## config.mk

```make
export PLATFORM = sky130hd
export DESIGN_NAME = c3aibadapt_cmn_occ_burst_ctrl_flat
export DESIGN_NICKNAME = d
export VERILOG_FILES = /design/src/rtl/c3aibadapt_cmn_occ_burst_ctrl_if.sv /design/src/rtl/c3aibadapt_cmn_occ_burst_ctrl.sv /design/src/flat_wrapper.sv
export SDC_FILE = /design/constraint.sdc
export NUM_CORES = 1
export LEC_CHECK = 0
export CAP_MARGIN = 40
export CORE_UTILIZATION = 50
export CTS_CLUSTER_DIAMETER = 40
export CTS_CLUSTER_SIZE = 10
export DETAILED_ROUTE_END_ITERATION = 6
export GPL_TIMING_DRIVEN = 1
export PLACE_DENSITY_LB_ADDON = 0.25
export SLEW_MARGIN = 20
export SYNTH_ARGS = -nofsm -noshare
export SYNTH_HDL_FRONTEND = slang
export SYNTH_SLANG_ARGS = --single-unit
```

## constraint.sdc

```tcl
create_clock -name user_clk -period 2.42 [get_ports user_clk]
set_clock_uncertainty 0.1 [all_clocks]
set_input_delay 0.484 -clock user_clk [delete_from_list [all_inputs] [get_ports user_clk]]
set_output_delay 0.484 -clock user_clk [all_outputs]
set_load 0.01 [all_outputs]
```

## src/rtl/c3aibadapt_cmn_occ_burst_ctrl_if.sv

```systemverilog
// Signal bundle between the tester-side sequencer (master) and the OCC burst
// control stage (slave). Clock and reset stay as plain ports on the module.
interface c3aibadapt_cmn_occ_burst_ctrl_if;
  logic       atpg_mode;
  logic       scan_enable;
  logic       cfg_shift_en;
  logic       cfg_shift_in;
  logic       cfg_shift_out;
  logic       test_trigger;
  logic [1:0] burst_cnt;
  logic       occ_enable;
  logic       busy;
  logic       done;

  // Tester / sequencer side: drives mode, scan and trigger, observes status.
  modport master (
    output atpg_mode,
    output scan_enable,
    output cfg_shift_en,
    output cfg_shift_in,
    output test_trigger,
    input  cfg_shift_out,
    input  burst_cnt,
    input  occ_enable,
    input  busy,
    input  done
  );

  // Burst control block side.
  modport slave (
    input  atpg_mode,
    input  scan_enable,
    input  cfg_shift_en,
    input  cfg_shift_in,
    input  test_trigger,
    output cfg_shift_out,
    output burst_cnt,
    output occ_enable,
    output busy,
    output done
  );
endinterface

```

## src/rtl/c3aibadapt_cmn_occ_burst_ctrl.sv

```systemverilog
// OCC burst control for one user_clk domain. A serially loaded config word is
// frozen into a shadow when scan shift ends; the FSM then optionally waits for
// a tester trigger, counts a launch delay, raises occ_enable and finally
// reports done once the downstream enable synchroniser and the burst itself
// have had time to complete.
module c3aibadapt_cmn_occ_burst_ctrl #(
  parameter int SYNC_STAGES = 3,
  parameter int DLY_W       = 4
) (
  input  logic                                 user_clk,
  input  logic                                 reset,
  c3aibadapt_cmn_occ_burst_ctrl_if.slave       bus
);

  // Config word: [1:0] burst (gray), [DLY_W+1:2] launch delay,
  // [DLY_W+2] domain enable, [DLY_W+3] auto trigger.
  localparam int SR_W     = DLY_W + 4;
  localparam int DOMEN_B  = DLY_W + 2;
  localparam int AUTO_B   = DLY_W + 3;
  // The shared counter must hold both the launch delay and the FIRE wait
  // (at most SYNC_STAGES + 3).
  localparam int WAIT_W   = $clog2(SYNC_STAGES + 5);
  localparam int CNT_W    = (DLY_W > WAIT_W) ? DLY_W : WAIT_W;

  typedef enum logic [2:0] {
    IDLE  = 3'd0,
    ARM   = 3'd1,
    DELAY = 3'd2,
    FIRE  = 3'd3,
    DONE  = 3'd4
  } state_t;

  // Gray burst code to pulse count: 00->0, 01->1, 11->2, 10->3.
  function automatic logic [1:0] gray_to_count(input logic [1:0] g);
    gray_to_count = {g[1], g[1] ^ g[0]};
  endfunction

  // Synchronisers and edge history.
  logic             se_meta_reg;
  logic             se_s_reg;
  logic             se_prev_reg;
  logic             trg_meta_reg;
  logic             trg_s_reg;
  logic             trg_prev_reg;

  // Config chain and its frozen copy.
  logic [SR_W-1:0]  sr_reg;
  logic             scan_seen_reg;
  logic [1:0]       shadow_burst_reg;
  logic [DLY_W-1:0] shadow_dly_reg;
  logic             shadow_auto_reg;

  // FSM.
  state_t           state_reg;
  state_t           state_next;
  logic [CNT_W-1:0] cnt_reg;
  logic [CNT_W-1:0] cnt_next;
  logic             trg_pend_reg;
  logic             trg_pend_next;
  logic             occ_enable_reg;
  logic             occ_enable_next;
  logic             busy_reg;
  logic             busy_next;
  logic             done_reg;
  logic             done_next;

  logic             shift_en;
  logic             se_fall;
  logic             capture_start;
  logic             trg_rise;
  logic [1:0]       sr_count;
  logic [1:0]       shadow_count;

  // Shifting uses the raw scan pin: the chain is clocked only while the
  // tester is actively shifting, so no synchronisation is needed here.
  assign shift_en      = bus.cfg_shift_en & bus.scan_enable;
  assign se_fall       = se_prev_reg & ~se_s_reg;
  // After reset the chain is empty; a capture window only counts once
  // something has actually been shifted in.
  assign capture_start = se_fall & scan_seen_reg;
  assign trg_rise      = trg_s_reg & ~trg_prev_reg;
  assign sr_count      = gray_to_count(sr_reg[1:0]);
  assign shadow_count  = gray_to_count(shadow_burst_reg);

  // Two-flop scan_enable synchroniser plus history; resets as "in shift".
  always_ff @(posedge user_clk or negedge reset) begin
    if (!reset) begin
      se_meta_reg <= 1'b1;
      se_s_reg    <= 1'b1;
      se_prev_reg <= 1'b1;
    end else begin
      se_meta_reg <= bus.scan_enable;
      se_s_reg    <= se_meta_reg;
      se_prev_reg <= se_s_reg;
    end
  end

  // Two-flop test_trigger synchroniser plus history for rise detection.
  always_ff @(posedge user_clk or negedge reset) begin
    if (!reset) begin
      trg_meta_reg <= 1'b0;
      trg_s_reg    <= 1'b0;
      trg_prev_reg <= 1'b0;
    end else begin
      trg_meta_reg <= bus.test_trigger;
      trg_s_reg    <= trg_meta_reg;
      trg_prev_reg <= trg_s_reg;
    end
  end

  // Serial config chain; new bits enter at bit 0, bit SR_W-1 is echoed out.
  always_ff @(posedge user_clk or negedge reset) begin
    if (!reset) begin
      sr_reg        <= '0;
      scan_seen_reg <= 1'b0;
    end else if (shift_en) begin
      sr_reg        <= {sr_reg[SR_W-2:0], bus.cfg_shift_in};
      scan_seen_reg <= 1'b1;
    end
  end

  // Freeze the config at the start of each capture window.
  always_ff @(posedge user_clk or negedge reset) begin
    if (!reset) begin
      shadow_burst_reg <= 2'b00;
      shadow_dly_reg   <= '0;
      shadow_auto_reg  <= 1'b0;
    end else if (capture_start) begin
      shadow_burst_reg <= sr_reg[1:0];
      shadow_dly_reg   <= sr_reg[DLY_W+1:2];
      shadow_auto_reg  <= sr_reg[AUTO_B];
    end
  end

  // Next-state, counter and registered-output decode.
  always_comb begin
    state_next      = state_reg;
    cnt_next        = cnt_reg;
    trg_pend_next   = 1'b0;

    if (!bus.atpg_mode || se_s_reg) begin
      // Idle mode or scan active (including reassertion mid-burst).
      state_next = IDLE;
      cnt_next   = '0;
    end else begin
      case (state_reg)
        IDLE: begin
          if (capture_start) begin
            // Decide from the chain directly: the shadow loads this same edge.
            if (!sr_reg[DOMEN_B] || (sr_count == 2'd0)) begin
              state_next = DONE;
            end else begin
              state_next    = ARM;
              // Keep a trigger edge that lands on the ARM entry edge.
              trg_pend_next = trg_rise;
            end
          end
        end
        ARM: begin
          if (shadow_auto_reg || trg_rise || trg_pend_reg) begin
            state_next = DELAY;
            cnt_next   = CNT_W'(shadow_dly_reg);
          end
        end
        DELAY: begin
          if (cnt_reg == '0) begin
            state_next = FIRE;
            // FIRE lasts SYNC_STAGES + N + 1 cycles, so load one less.
            cnt_next   = CNT_W'(SYNC_STAGES) + CNT_W'(shadow_count);
          end else begin
            cnt_next = cnt_reg - CNT_W'(1);
          end
        end
        FIRE: begin
          if (cnt_reg == '0) begin
            state_next = DONE;
            cnt_next   = '0;
          end else begin
            cnt_next = cnt_reg - CNT_W'(1);
          end
        end
        DONE: begin
          state_next = DONE;
        end
        default: begin
          state_next = IDLE;
          cnt_next   = '0;
        end
      endcase
    end

    // occ_enable rises on FIRE entry and is held through DONE; a burst that
    // skipped FIRE reaches DONE with occ_enable still low.
    occ_enable_next = (state_next == FIRE) ||
                      ((state_next == DONE) && occ_enable_reg);
    busy_next       = (state_next == DELAY) || (state_next == FIRE);
    done_next       = (state_next == DONE);
  end

  // State, counter and glitch-free registered outputs.
  always_ff @(posedge user_clk or negedge reset) begin
    if (!reset) begin
      state_reg      <= IDLE;
      cnt_reg        <= '0;
      trg_pend_reg   <= 1'b0;
      occ_enable_reg <= 1'b0;
      busy_reg       <= 1'b0;
      done_reg       <= 1'b0;
    end else begin
      state_reg      <= state_next;
      cnt_reg        <= cnt_next;
      trg_pend_reg   <= trg_pend_next;
      occ_enable_reg <= occ_enable_next;
      busy_reg       <= busy_next;
      done_reg       <= done_next;
    end
  end

  assign bus.cfg_shift_out = sr_reg[SR_W-1];
  assign bus.burst_cnt     = bus.atpg_mode ? shadow_burst_reg : 2'b00;
  assign bus.occ_enable    = occ_enable_reg;
  assign bus.busy          = busy_reg;
  assign bus.done          = done_reg;

endmodule
```

## src/flat_wrapper.sv

```systemverilog
// flat-port wrapper written by rule: the top's interface ports become plain ports
module c3aibadapt_cmn_occ_burst_ctrl_flat 
#(
  parameter int SYNC_STAGES = 3,
  parameter int DLY_W       = 4
)
  (user_clk, reset, bus_atpg_mode, bus_scan_enable, bus_cfg_shift_en, bus_cfg_shift_in, bus_test_trigger, bus_cfg_shift_out, bus_burst_cnt, bus_occ_enable, bus_busy, bus_done);
  c3aibadapt_cmn_occ_burst_ctrl_if bus_i ();
  input  logic user_clk;
  input  logic reset;
  input wire logic [$bits(bus_i.atpg_mode)-1:0] bus_atpg_mode;
  input wire logic [$bits(bus_i.scan_enable)-1:0] bus_scan_enable;
  input wire logic [$bits(bus_i.cfg_shift_en)-1:0] bus_cfg_shift_en;
  input wire logic [$bits(bus_i.cfg_shift_in)-1:0] bus_cfg_shift_in;
  input wire logic [$bits(bus_i.test_trigger)-1:0] bus_test_trigger;
  output wire logic [$bits(bus_i.cfg_shift_out)-1:0] bus_cfg_shift_out;
  output wire logic [$bits(bus_i.burst_cnt)-1:0] bus_burst_cnt;
  output wire logic [$bits(bus_i.occ_enable)-1:0] bus_occ_enable;
  output wire logic [$bits(bus_i.busy)-1:0] bus_busy;
  output wire logic [$bits(bus_i.done)-1:0] bus_done;
  assign bus_i.atpg_mode = bus_atpg_mode;
  assign bus_i.scan_enable = bus_scan_enable;
  assign bus_i.cfg_shift_en = bus_cfg_shift_en;
  assign bus_i.cfg_shift_in = bus_cfg_shift_in;
  assign bus_i.test_trigger = bus_test_trigger;
  assign bus_cfg_shift_out = bus_i.cfg_shift_out;
  assign bus_burst_cnt = bus_i.burst_cnt;
  assign bus_occ_enable = bus_i.occ_enable;
  assign bus_busy = bus_i.busy;
  assign bus_done = bus_i.done;
  c3aibadapt_cmn_occ_burst_ctrl #(.SYNC_STAGES(SYNC_STAGES), .DLY_W(DLY_W)) u_core (.user_clk(user_clk), .reset(reset), .bus(bus_i));
endmodule
```

==> metrics.csv <==
stage;metric;value;unit
status;status;completed;
timing;setup TNS;0;ns
worst_setup_path;CP endpoint kind;output pin;
power;Leak Pwr;0.000710;uW
worst_setup_path;largest fanout on the critical path;3;
detailed_routing;antenna-violating nets left;0;
floorplan;Initial Utilization;53.4;%
cts;Setup Fix Bufs, Post-CTS;0;
timing;final hold vios;0;
synth;EDFF count, synth;0;
timing;Tcrit/Tclk final;91.8;%
timing;Final Hold Slack;0.259;ns
detailed_routing;vias;975;
detailed_routing;DRC;0;
cts;Clock transition at path regs;0.10;ns
power;Power Density;780;mW/mm^2
worst_setup_path;R2R Setup Slk;0.31;ns
cts;TritonCTS clock tree;built;
synth;Synth Net Count;126;
floorplan;Rows;19;
worst_setup_path;Crit Path Class;primary input to output pin;
timing;RSZ-0062 raised after global routing;false;
layout;filler instances;223;
worst_setup_path;Critical Path RT;1.84;ns
synth;Mean Syn Cell Area;12.8;um^2
cts;Clock Sinks;33;
global_route;initial antenna violation count;0;
synth;synthesized area;0.00149;mm^2
global_route;largest net degree at the start of global routing;34;
timing;Max Slew Vio Count;0;
floorplan;CORE AREA;0.00278;mm^2
floorplan;top-level I/O count;13;
detailed_routing;detailed-route wire length per cell;15.0;um
synth;Async S/R FF share, synth;100;%
detailed_routing;Iteration-0 DRC Markers;42;
timing;crit path time final;2.22;ns
place;port bufs;12;
global_route;global-route wire length before repair;4430;um
detailed_routing;First-pass DRT Iterations;4;
synth;main flop type after synthesis;dfrtp_1;
layout;share of layout cells above drive strength 1;25.5;%
timing;Worst Tran Pin Value;0.529;ns
hold_path;Worst Hold Class;register to register;
layout;commonest non-fill, non-tap cell in the layout;dfrtp_1;
synth;Synth warnings;0;
power;peak supply drop;0.558;mV
floorplan;die area;0.00320;mm^2
detailed_routing;Avg Vias per Cell;5.80;
layout;max FFs per register;8;
floorplan;Die Ht;56.5;um
detailed_routing;Routed WL;2530;um
layout;P&R area growth vs syn;15.6;%
timing;slew margin rel.;64.7;%
timing;fmax;0.450;GHz
cts;Max clock buf depth;2;
layout;diodes inserted;0;
worst_setup_path;CP arrival;1.64;ns
cts;CTS Buf Count;5;
synth;synth unique cells;41;
global_route;vias in the first global route;966;
synth;Synth Instances;116;
synth;post-synthesis sequential area ratio;55.8;%
timing;# setup viols final;0;
global_route;total gr overflow;0;
job;max-cap violation count;0;
cts;H-tree depth;2;
global_route;Total GRT Usage;18.6;%
place;Placer Congestion;0.819;
layout;most frequent cells in the layout;30 x dfrtp_1, 15 x mux2_2, 12 x clkdlybuf4s50_1;
synth;Seq cells post-synth;33;
worst_setup_path;critical path startpoint category;primary input;
cts;CTS resizes;0;
place;Detail Placement HPWL;1850;um
cts;Clk Latency, worst-skew pair;0.33;ns
cts;# hold bufs at CTS;0;
layout;Nets;146;
floorplan;die width;56.5;um
cts;CTS root buf;clkbuf_4;
## report_power, final
group          internal [uW]  switching, uW
clock network            142            188
logic                    160           98.3
registers                664           88.6
total                    966            375
## synth_stat cells, drive strengths merged (3+ instances only)
cell type | n | share of area, %
mux2 | 15 | 11
o31a | 3 | 1.8
dfstp | 3 | 5.3
a21oi | 3 | 1.3
nor2 | 4 | 1.0
dfrtp | 30 | 51
nor3 | 4 | 1.3
nand2b | 3 | 1.3
inv | 6 | 1.5
ha | 3 | 2.5
nor4 | 5 | 2.1
and2 | 4 | 1.7
o2bb2ai | 3 | 1.8
## cells by family (layout without fill, tap and decap cells)
group                    after synthesis  after routing  share of synthesized area (%)
buffers and inverters                  8             29                           2.36
adder cells (fa/ha/maj)                3              3                           2.53
AND/OR/NAND/NOR                       31             31                           13.3
multiplexers                          15             15                           11.4
XOR/XNOR                               3              3                           1.77
flip-flops                            33             33                           55.8
AO/OA/AOI/OAI                         23             23                           12.9
## metrics by stage
stage | area (um^2) | power [uW] | instances | utilization, % | setup WS [ns]
after floorplan | 1490 | 913 | 116 | - | 0.468
after global placement | 1660 | 1010 | 160 | 59.5 | 0.223
after detailed placement | 1660 | 1020 | 160 | 59.5 | 0.191
after CTS | 1720 | 1350 | 168 | 61.8 | 0.194
after global routing | 1720 | 1420 | 168 | 61.8 | 0.172
final | 1720 | 1340 | 168 | 61.8 | 0.197
## critical path, stage by stage
cell and delay, ns:
clkdlybuf4s50_1 0.49, and2_1 0.13, clkdlybuf4s50_1 0.53
## layout make-up
cell class	instances	area, um^2	share of cell area (%)
Inverter	6	22.5	1.31
Clock buffer	7	55.1	3.20
Tap cell	31	38.8	2.26
Clock inverter	1	7.51	0.437
Sequential cell	33	830	48.3
Multi-Input combinational cell	75	622	36.2
Timing Repair Buffer	15	143	8.30
## layer usage
layer / up-vias / GRT usage (%) / share of wire, %
met4: 0 / 6.27 / 0.71
met2: 26 / 28.4 / 46
li1: 478 / - / -
met5: - / 0 / 0
met3: 2 / 6.91 / 5.2
met1: 469 / 24.4 / 48
## worst paths after layout
check | cells after the start | from | endpoint
worst max-delay path | 3 | bus_atpg_mode | bus_burst_cnt[0]
worst min-delay path | 0 | u_core.trg_meta_reg | u_core.trg_s_reg
worst max register to register | 6 | u_core.cnt_reg[0] | u_core.bus.occ_enable
worst min register to register | 0 | u_core.trg_meta_reg | u_core.trg_s_reg
max in group asynchronous | 2 | reset | u_core.se_s_reg
min in group asynchronous | 2 | reset | u_core.cnt_reg[3]
Note: power is estimated with default switching activity, not from simulation.
